`config.mk`:
```
export PLATFORM = sky130hd
export DESIGN_NAME = serial_tx_frame_flat
export DESIGN_NICKNAME = d
export VERILOG_FILES = /design/src/rtl/serial_tx_frame_if.sv /design/src/rtl/serial_tx_frame.sv /design/src/flat_wrapper.sv
export SDC_FILE = /design/constraint.sdc
export NUM_CORES = 1
export LEC_CHECK = 0
export ABC_AREA = 0
export ABC_CLOCK_PERIOD_IN_PS = 5910
export CORE_AREA = 8 8 58 60
export CTS_CLUSTER_DIAMETER = 60
export CTS_CLUSTER_SIZE = 28
export DETAILED_ROUTE_END_ITERATION = 16
export DIE_AREA = 0 0 66 68
export PLACE_DENSITY_LB_ADDON = 0.08
export SYNTH_ARGS = -nofsm -noshare
export SYNTH_HDL_FRONTEND = slang
export SYNTH_SLANG_ARGS = --single-unit
export TNS_END_PERCENT = 100
```
`constraint.sdc`:
```
create_clock -name clk -period 5.91 [get_ports clk]
set_input_delay 0.8865 -clock clk [delete_from_list [all_inputs] [get_ports clk]]
set_output_delay 0.8865 -clock clk [all_outputs]
set_load 0.02 [all_outputs]
```
`src/rtl/serial_tx_frame_if.sv`:
```
// Handshake and serial-line bundle for serial_tx_frame.
// master: parallel producer side (drives start/data_in).
// slave:  transmitter side (drives serial_out/busy/done).
interface serial_tx_frame_if #(
    parameter int unsigned DATA_W = 8
) ();

    logic              start;
    logic [DATA_W-1:0] data_in;
    logic              serial_out;
    logic              busy;
    logic              done;

    modport master (
        output start,
        output data_in,
        input  serial_out,
        input  busy,
        input  done
    );

    modport slave (
        input  start,
        input  data_in,
        output serial_out,
        output busy,
        output done
    );

endinterface

```
`src/rtl/serial_tx_frame.sv`:
```
// Parametrised parallel-to-serial frame transmitter.
// Frame: start bit (0), DATA_W data bits, optional parity bit, STOP_BITS stop bits (1).
// The line idles high and every bit is held for CLKS_PER_BIT clocks.
// Optional feature: define SERIAL_TX_PARITY_EN to insert a parity bit after the data.
module serial_tx_frame #(
    parameter int unsigned DATA_W       = 8,
    parameter int unsigned CLKS_PER_BIT = 4,
    parameter int unsigned STOP_BITS    = 1,
    parameter int unsigned MSB_FIRST    = 0,
    parameter int unsigned PARITY_ODD   = 0
) (
    input logic              clk,
    input logic              rst_n,
    serial_tx_frame_if.slave bus
);

    localparam int unsigned BW = (CLKS_PER_BIT > 1) ? $clog2(CLKS_PER_BIT) : 1;
    localparam int unsigned CW = $clog2(DATA_W + 1);

    localparam logic [BW-1:0] BaudLast = BW'(CLKS_PER_BIT - 1);
    localparam logic [CW-1:0] BitLast  = CW'(DATA_W - 1);
    localparam logic [CW-1:0] StopLast = CW'(STOP_BITS - 1);

    typedef enum logic [2:0] {
        StIdle,
        StStart,
        StData,
`ifdef SERIAL_TX_PARITY_EN
        StParity,
`endif
        StStop
    } state_e;

    state_e            state_q, state_d;
    logic [BW-1:0]     baud_q, baud_d;
    logic [CW-1:0]     bit_q, bit_d;
    logic [DATA_W-1:0] shift_q, shift_d;
    logic              serial_q, serial_d;
    logic              busy_q, busy_d;
    logic              done_q, done_d;
`ifdef SERIAL_TX_PARITY_EN
    logic              parity_q, parity_d;
`endif

    logic              baud_last;
    logic              next_bit;
    logic [DATA_W-1:0] shift_adv;

    // Bit to present next and the shift register after consuming it
    always_comb begin
        if (MSB_FIRST != 0) begin
            next_bit  = shift_q[DATA_W-1];
            shift_adv = shift_q << 1;
        end else begin
            next_bit  = shift_q[0];
            shift_adv = shift_q >> 1;
        end
    end

    // State and registered outputs
    always_ff @(posedge clk or negedge rst_n) begin
        if (!rst_n) begin
            state_q  <= StIdle;
            baud_q   <= '0;
            bit_q    <= '0;
            shift_q  <= '0;
            serial_q <= 1'b1;
            busy_q   <= 1'b0;
            done_q   <= 1'b0;
`ifdef SERIAL_TX_PARITY_EN
            parity_q <= 1'b0;
`endif
        end else begin
            state_q  <= state_d;
            baud_q   <= baud_d;
            bit_q    <= bit_d;
            shift_q  <= shift_d;
            serial_q <= serial_d;
            busy_q   <= busy_d;
            done_q   <= done_d;
`ifdef SERIAL_TX_PARITY_EN
            parity_q <= parity_d;
`endif
        end
    end

    // Next-state logic: serial_d is the line value for the cycle after this edge
    always_comb begin
        state_d   = state_q;
        baud_d    = baud_q;
        bit_d     = bit_q;
        shift_d   = shift_q;
        serial_d  = serial_q;
        busy_d    = busy_q;
        done_d    = 1'b0;
`ifdef SERIAL_TX_PARITY_EN
        parity_d  = parity_q;
`endif
        baud_last = (baud_q == BaudLast);

        unique case (state_q)
            StIdle: begin
                serial_d = 1'b1;
                if (bus.start) begin
                    state_d  = StStart;
                    shift_d  = bus.data_in;
                    busy_d   = 1'b1;
                    serial_d = 1'b0;
                    baud_d   = '0;
                    bit_d    = '0;
`ifdef SERIAL_TX_PARITY_EN
                    parity_d = (^bus.data_in) ^ PARITY_ODD[0];
`endif
                end
            end

            StStart: begin
                if (baud_last) begin
                    state_d  = StData;
                    baud_d   = '0;
                    bit_d    = '0;
                    serial_d = next_bit;
                    shift_d  = shift_adv;
                end else begin
                    baud_d = baud_q + 1'b1;
                end
            end

            StData: begin
                if (baud_last) begin
                    baud_d = '0;
                    if (bit_q == BitLast) begin
                        bit_d    = '0;
`ifdef SERIAL_TX_PARITY_EN
                        state_d  = StParity;
                        serial_d = parity_q;
`else
                        state_d  = StStop;
                        serial_d = 1'b1;
`endif
                    end else begin
                        bit_d    = bit_q + 1'b1;
                        serial_d = next_bit;
                        shift_d  = shift_adv;
                    end
                end else begin
                    baud_d = baud_q + 1'b1;
                end
            end

`ifdef SERIAL_TX_PARITY_EN
            StParity: begin
                if (baud_last) begin
                    state_d  = StStop;
                    baud_d   = '0;
                    bit_d    = '0;
                    serial_d = 1'b1;
                end else begin
                    baud_d = baud_q + 1'b1;
                end
            end
`endif

            StStop: begin
                if (baud_last) begin
                    baud_d = '0;
                    if (bit_q == StopLast) begin
                        state_d  = StIdle;
                        bit_d    = '0;
                        busy_d   = 1'b0;
                        done_d   = 1'b1;
                        serial_d = 1'b1;
                    end else begin
                        bit_d = bit_q + 1'b1;
                    end
                end else begin
                    baud_d = baud_q + 1'b1;
                end
            end

            default: begin
                state_d  = StIdle;
                busy_d   = 1'b0;
                serial_d = 1'b1;
            end
        endcase
    end

    assign bus.serial_out = serial_q;
    assign bus.busy       = busy_q;
    assign bus.done       = done_q;

endmodule

```
`src/flat_wrapper.sv`:
```
// flat-port wrapper written by rule: the top's interface ports become plain ports
module serial_tx_frame_flat 
#(
    parameter int unsigned DATA_W       = 8,
    parameter int unsigned CLKS_PER_BIT = 4,
    parameter int unsigned STOP_BITS    = 1,
    parameter int unsigned MSB_FIRST    = 0,
    parameter int unsigned PARITY_ODD   = 0
)
  (clk, rst_n, bus_start, bus_data_in, bus_serial_out, bus_busy, bus_done);
  serial_tx_frame_if #(.DATA_W(DATA_W)) bus_i ();
  input logic clk;
  input logic rst_n;
  input wire logic [$bits(bus_i.start)-1:0] bus_start;
  input wire logic [$bits(bus_i.data_in)-1:0] bus_data_in;
  output wire logic [$bits(bus_i.serial_out)-1:0] bus_serial_out;
  output wire logic [$bits(bus_i.busy)-1:0] bus_busy;
  output wire logic [$bits(bus_i.done)-1:0] bus_done;
  assign bus_i.start = bus_start;
  assign bus_i.data_in = bus_data_in;
  assign bus_serial_out = bus_i.serial_out;
  assign bus_busy = bus_i.busy;
  assign bus_done = bus_i.done;
  serial_tx_frame #(.DATA_W(DATA_W), .CLKS_PER_BIT(CLKS_PER_BIT), .STOP_BITS(STOP_BITS), .MSB_FIRST(MSB_FIRST), .PARITY_ODD(PARITY_ODD)) u_core (.clk(clk), .rst_n(rst_n), .bus(bus_i));
endmodule
```
After elaboration in Yosys (flattened, before gate mapping)
Cells that the tools add are included.
{ "totals": {"reg_bits": 20, "in_bits": 11} }
{ "op_classes": {"addsub": 2, "eq_ne": 12, "muxes": 36, "bitwise_logic": 1, "n_reduce_logical": 13} }
{ "op_table": {"columns": ["cell", "count"], "rows": [
  ["$mux 8", 4],
  ["$mux 4", 6],
  ["$pmux 8 s3", 1],
  ["$mux 3", 6],
  ["$pmux 4 s4", 1],
  ["$mux 1", 12],
  ["$pmux 3 s4", 1],
  ["$ne 2x1->1 const B", 5],
  ["$reduce_and 5->1", 2],
  ["$reduce_and 4->1", 2],
  ["$eq 3x2->1 const B", 2],
  ["$reduce_and 6->1", 1],
  ["$add 4x1->4 const B", 1],
  ["$eq 4x3->1 const B", 1],
  ["$logic_not 4->1", 1],
  ["$mux 2", 2],
  ["$ne 2x2->1 const B", 2],
  ["$pmux 1 s4", 1],
  ["$pmux 2 s2", 1],
  ["$reduce_bool 4->1", 1],
  ["$eq 3x1->1 const B", 1],
  ["$logic_not 3->1", 1],
  ["$pmux 1 s3", 1],
  ["$reduce_bool 3->1", 1],
  ["7 further kinds", 7]
]} }

Logic depth before layout (Yosys ltp)
{ "logic_depth": {"ltp_word": 4, "mapped_depth": 7, "ltp_nobuf": 6} }

Least setup slack after synthesis
OpenSTA, ideal clock, no wires.
{ "synth_path": {"path_type": "flip-flop to flip-flop", "from": "register u_core.state_q[0]", "to": "register u_core.state_q[1]", "arrival_time_ns": 1.746, "slack_ns": 4.039, "path_stages_with_launch": 7, "n_path_buf": 0, "path_cell_list": "dfrtp_1 > inv_1 > ha_1 > nor4b_1 > a211oi_1 > nor2_2 > mux2_2"} }
{ "synth_between": {"elab_chain_len": 3, "elab_cells_between_ends": 12} }
{ "synth_rtl": {"columns": ["item", "line", "text"], "rows": [
  ["from (decl)", "serial_tx_frame.sv:34", "state_e state_q, state_d;"],
  ["from (signal assigned)", "serial_tx_frame.sv:63", "state_q <= StIdle;"],
  ["from (signal assigned)", "serial_tx_frame.sv:74", "state_q <= state_d;"],
  ["$eq 3x2->1, or another cell as far along", "serial_tx_frame.sv:101", "unique case (state_q)"],
  ["$ne 2x1->1 (no source line) or $ne 2x2->1 (tied branches)", null, null],
  ["$reduce_and 6->1 (no source line)", null, null]
]} }
Parallel ways exist; a longest one is shown, timed or not.
A chain may end at the register's enable or synchronous reset.

Final worst setup path
{ "layout_path": {"from": "register u_core.serial_q, in the netlist u_core.bus.serial_out", "to": "output port bus_serial_out"} }
{ "layout_lines": {"columns": ["item", "line", "text"], "rows": [
  ["from (decl)", "serial_tx_frame.sv:38", "logic serial_q, serial_d;"],
  ["from (signal assigned)", "serial_tx_frame.sv:78", "serial_q <= serial_d;"],
  ["to (decl)", "flat_wrapper.sv:16", "output wire logic [$bits(bus_i.serial_out)-1:0] bus_serial_out;"]
]} }
No word-level cell between the ends.

==> flow_summary.json <==
{
  "rrSetupSlack_ns": 3.74,
  "drtAntennaViolNets": 0,
  "fin_crit_sh_pct": 39.3,
  "fp.dieH_um": 68,
  "post-route-min-period_ns": 2.32,
  "chipWidth_um": 66,
  "synth_cell_types": 36,
  "start_kind": "flip-flop",
  "drtIter0Drc": 36,
  "ir_drop_v": 0.000288,
  "num_io_pins": 14,
  "vias": 816,
  "critPathMaxStageDelay_ns": 0.60,
  "critPathMaxFanout": 2,
  "critPathRequiredTime_ns": 5.02,
  "cap_violations": 0,
  "async_reset_ff_share_pct": 100,
  "critPathCaptureType": "primary output",
  "dieArea_um2": 4490,
  "power_frac_comb_pct": 59.6,
  "slew_violations": 0,
  "mostFrequentLayoutCells": "dfrtp_1 (18), clkdlybuf4s50_1 (13), a21oi_1 (11)",
  "antenna_cells": 0,
  "power_w": 0.000720,
  "slew_headroom_pct": 39.9,
  "post_cts_buffers": 0,
  "pwr-share-clk_pct": 9.1,
  "numPlacedInstances": 149,
  "htreeDepth": 1,
  "cts_tree": "yes",
  "firstDrtPassIters": 2,
  "vias_per_cell": 5.33,
  "finish.instance_area_um2": 1280,
  "layout-drive-gt1-share_pct": 7.38,
  "grt_max_degree": 20,
  "fmax_mhz": 431,
  "area_delta_synth_final_pct": 16.8,
  "cts_resized": 0,
  "rsz0062_at_grt": "false",
  "hpwl_mm": 1.56,
  "synth_edf_count": 0,
  "power.density_nw_per_um2": 563,
  "crit_chain": "clkdlybuf4s50_1",
  "hold_viol_final": 0,
  "ys_warn_count": 0,
  "slowest_stage": "clkdlybuf4s50_1",
  "worst_pin_slew_ns": 0.899,
  "placed_cell_area_um2": 1250,
  "rows": 19,
  "hold_buffers": 0,
  "tns_ns": 0,
  "holdWs_ns": 0.506,
  "gp_congestion": 0.796,
  "antenna_found_initial": 0,
  "grt_first_pass_wirelength_mm": 3.64,
  "drc": 0,
  "layout_commonest_cell": "dfrtp_1",
  "grt.total_usage_pct": 10.4,
  "grt.overflow.total": 0,
  "synthCells": 107,
  "layout.nets": 143,
  "ys_seq_area_share_pct": 43.6,
  "grt_pass1_vias": 830,
  "wl_per_cell_um": 13.6,
  "crit_buf_inv": 1,
  "path_clk_slew_ns": 0.11,
  "synth_nets": 127,
  "root_buffer": "clkbuf_4",
  "holdCritPathClass": "reg2reg",
  "synth_area_um2": 1090,
  "internal_power_w": 0.000407,
  "arrival_ns": 1.43,
  "p_leak_nw": 0.549,
  "power.share.sequential_pct": 31.3,
  "clk_latency_ns": 0.29,
  "p_sw_w": 0.000312,
  "ys_ff_latch": 19,
  "fin_skew_ns": 0.00412,
  "setup_viol": 0,
  "layout.cells.non_filler": 153,
  "cts_max_path_buffers": 2,
  "synthFlopType": "dfrtp_1",
  "syn_avg_cell_area_um2": 10.2,
  "critPathTopFamily": "buffers and inverters",
  "cts_sinks": 19,
  "status": "complete, no violations",
  "core_area_um2": 2570,
  "port_buffers": 13,
  "drt-total-wl_mm": 2.08,
  "numCtsBuffers": 3,
  "critPathKind": "reg2out",
  "start_util_pct": 42.6,
  "swShare_pct": 43.4
}
[worst paths after layout]
kind | startpoint | end | cells after the start
setup / recovery | u_core.bus.serial_out | bus_serial_out | 1
hold / removal | u_core.bus.serial_out | u_core.bus.serial_out | 2
setup reg to reg | u_core.state_q[0] | u_core.state_q[1] | 6
hold reg to reg | u_core.bus.serial_out | u_core.bus.serial_out | 2
max in group asynchronous | rst_n | u_core.shift_q[1] | 1
min in group asynchronous | rst_n | u_core.bus.done | 1
[cell families (layout without fill, tap and decap cells)]
kind of cell    Yosys count  count (layout)  synth area share [%]
compound gates           30              30                  16.8
simple gates             30              30                  16.7
flops                    19              19                  43.6
fa+ha+maj                 9               9                  10.3
mux                       9               9                  8.35
buf+inv                   9              24                  3.43
xor+xnor                  1               1                 0.801
[Yosys cell counts, types with 2 or more instances]
cell | number | area [um^2]
mux2i_1 | 8 | 80.1
inv_1 | 7 | 26.3
o21ai_1 | 2 | 10.0
o21ai_0 | 6 | 30.0
dfrtp_1 | 18 | 450
nor2_1 | 10 | 37.5
nor3b_1 | 2 | 15.0
nor3_1 | 3 | 15.0
nor4b_1 | 2 | 17.5
ha_1 | 9 | 113
nor2b_1 | 2 | 12.5
nand2_1 | 2 | 7.51
a211oi_1 | 2 | 15.0
a22oi_1 | 2 | 15.0
a21oi_1 | 11 | 55.1
[cell type report]
class	instances	area, um^2
Fill cell	242	1290
Multi-Input combinational cell	79	579
Sequential cell	19	477
Timing Repair Buffer	13	130
Tap cell	31	38.8
Clock buffer	4	26.3
Inverter	7	26.3
[metal layers]
| layer | GRT usage (%) | wire length (um) | up-vias | share of wire [%] |
|---|---|---|---|---|
| met2 | 18.5 | 1020 | 11 | 49 |
| met1 | 11.5 | 942 | 385 | 45 |
| met4 | 4.00 | 20 | 0 | 0.96 |
| met3 | 3.11 | 90 | 2 | 4.3 |
| met5 | 0 | 0 | - | 0 |
| li1 | - | - | 418 | - |
[power by group through the flow]
| stage | registers, W | clock network (W) | logic (W) |
|---|---|---|---|
| after floorplan | 0.000230 | 0 | 0.000340 |
| after detailed placement | 0.000229 | 0 | 0.000433 |
| final | 0.000225 | 0.0000653 | 0.000429 |
| after global routing | 0.000231 | 0.0000752 | 0.000482 |
| after global placement | 0.000228 | 0 | 0.000425 |
| after CTS | 0.000226 | 0.0000692 | 0.000436 |
[through the flow]
stage          utilization (%)  setup slack [ns]
2_1_floorplan                -              4.04
3_3_place_gp              48.7              3.39
3_5_place_dp              48.7              3.34
4_1_cts                   49.8              3.57
5_1_grt                   49.8              3.49
6_report                  49.8              3.59
[tightest hold or removal path, cell delays in order (launching register included)]
cell and delay, ns:
dfstp_2 0.38, o21ai_0 0.06, o31ai_1 0.07
[registers in the layout, summed over array words and instances, names as in the netlist]
signal	count
u_core.baud_q	2
u_core.bit_q	4
u_core.bus.busy	1
u_core.bus.done	1
u_core.bus.serial_out	1
u_core.shift_q	8
u_core.state_q	2
No activity file was read; power rests on OpenSTA's default activity.
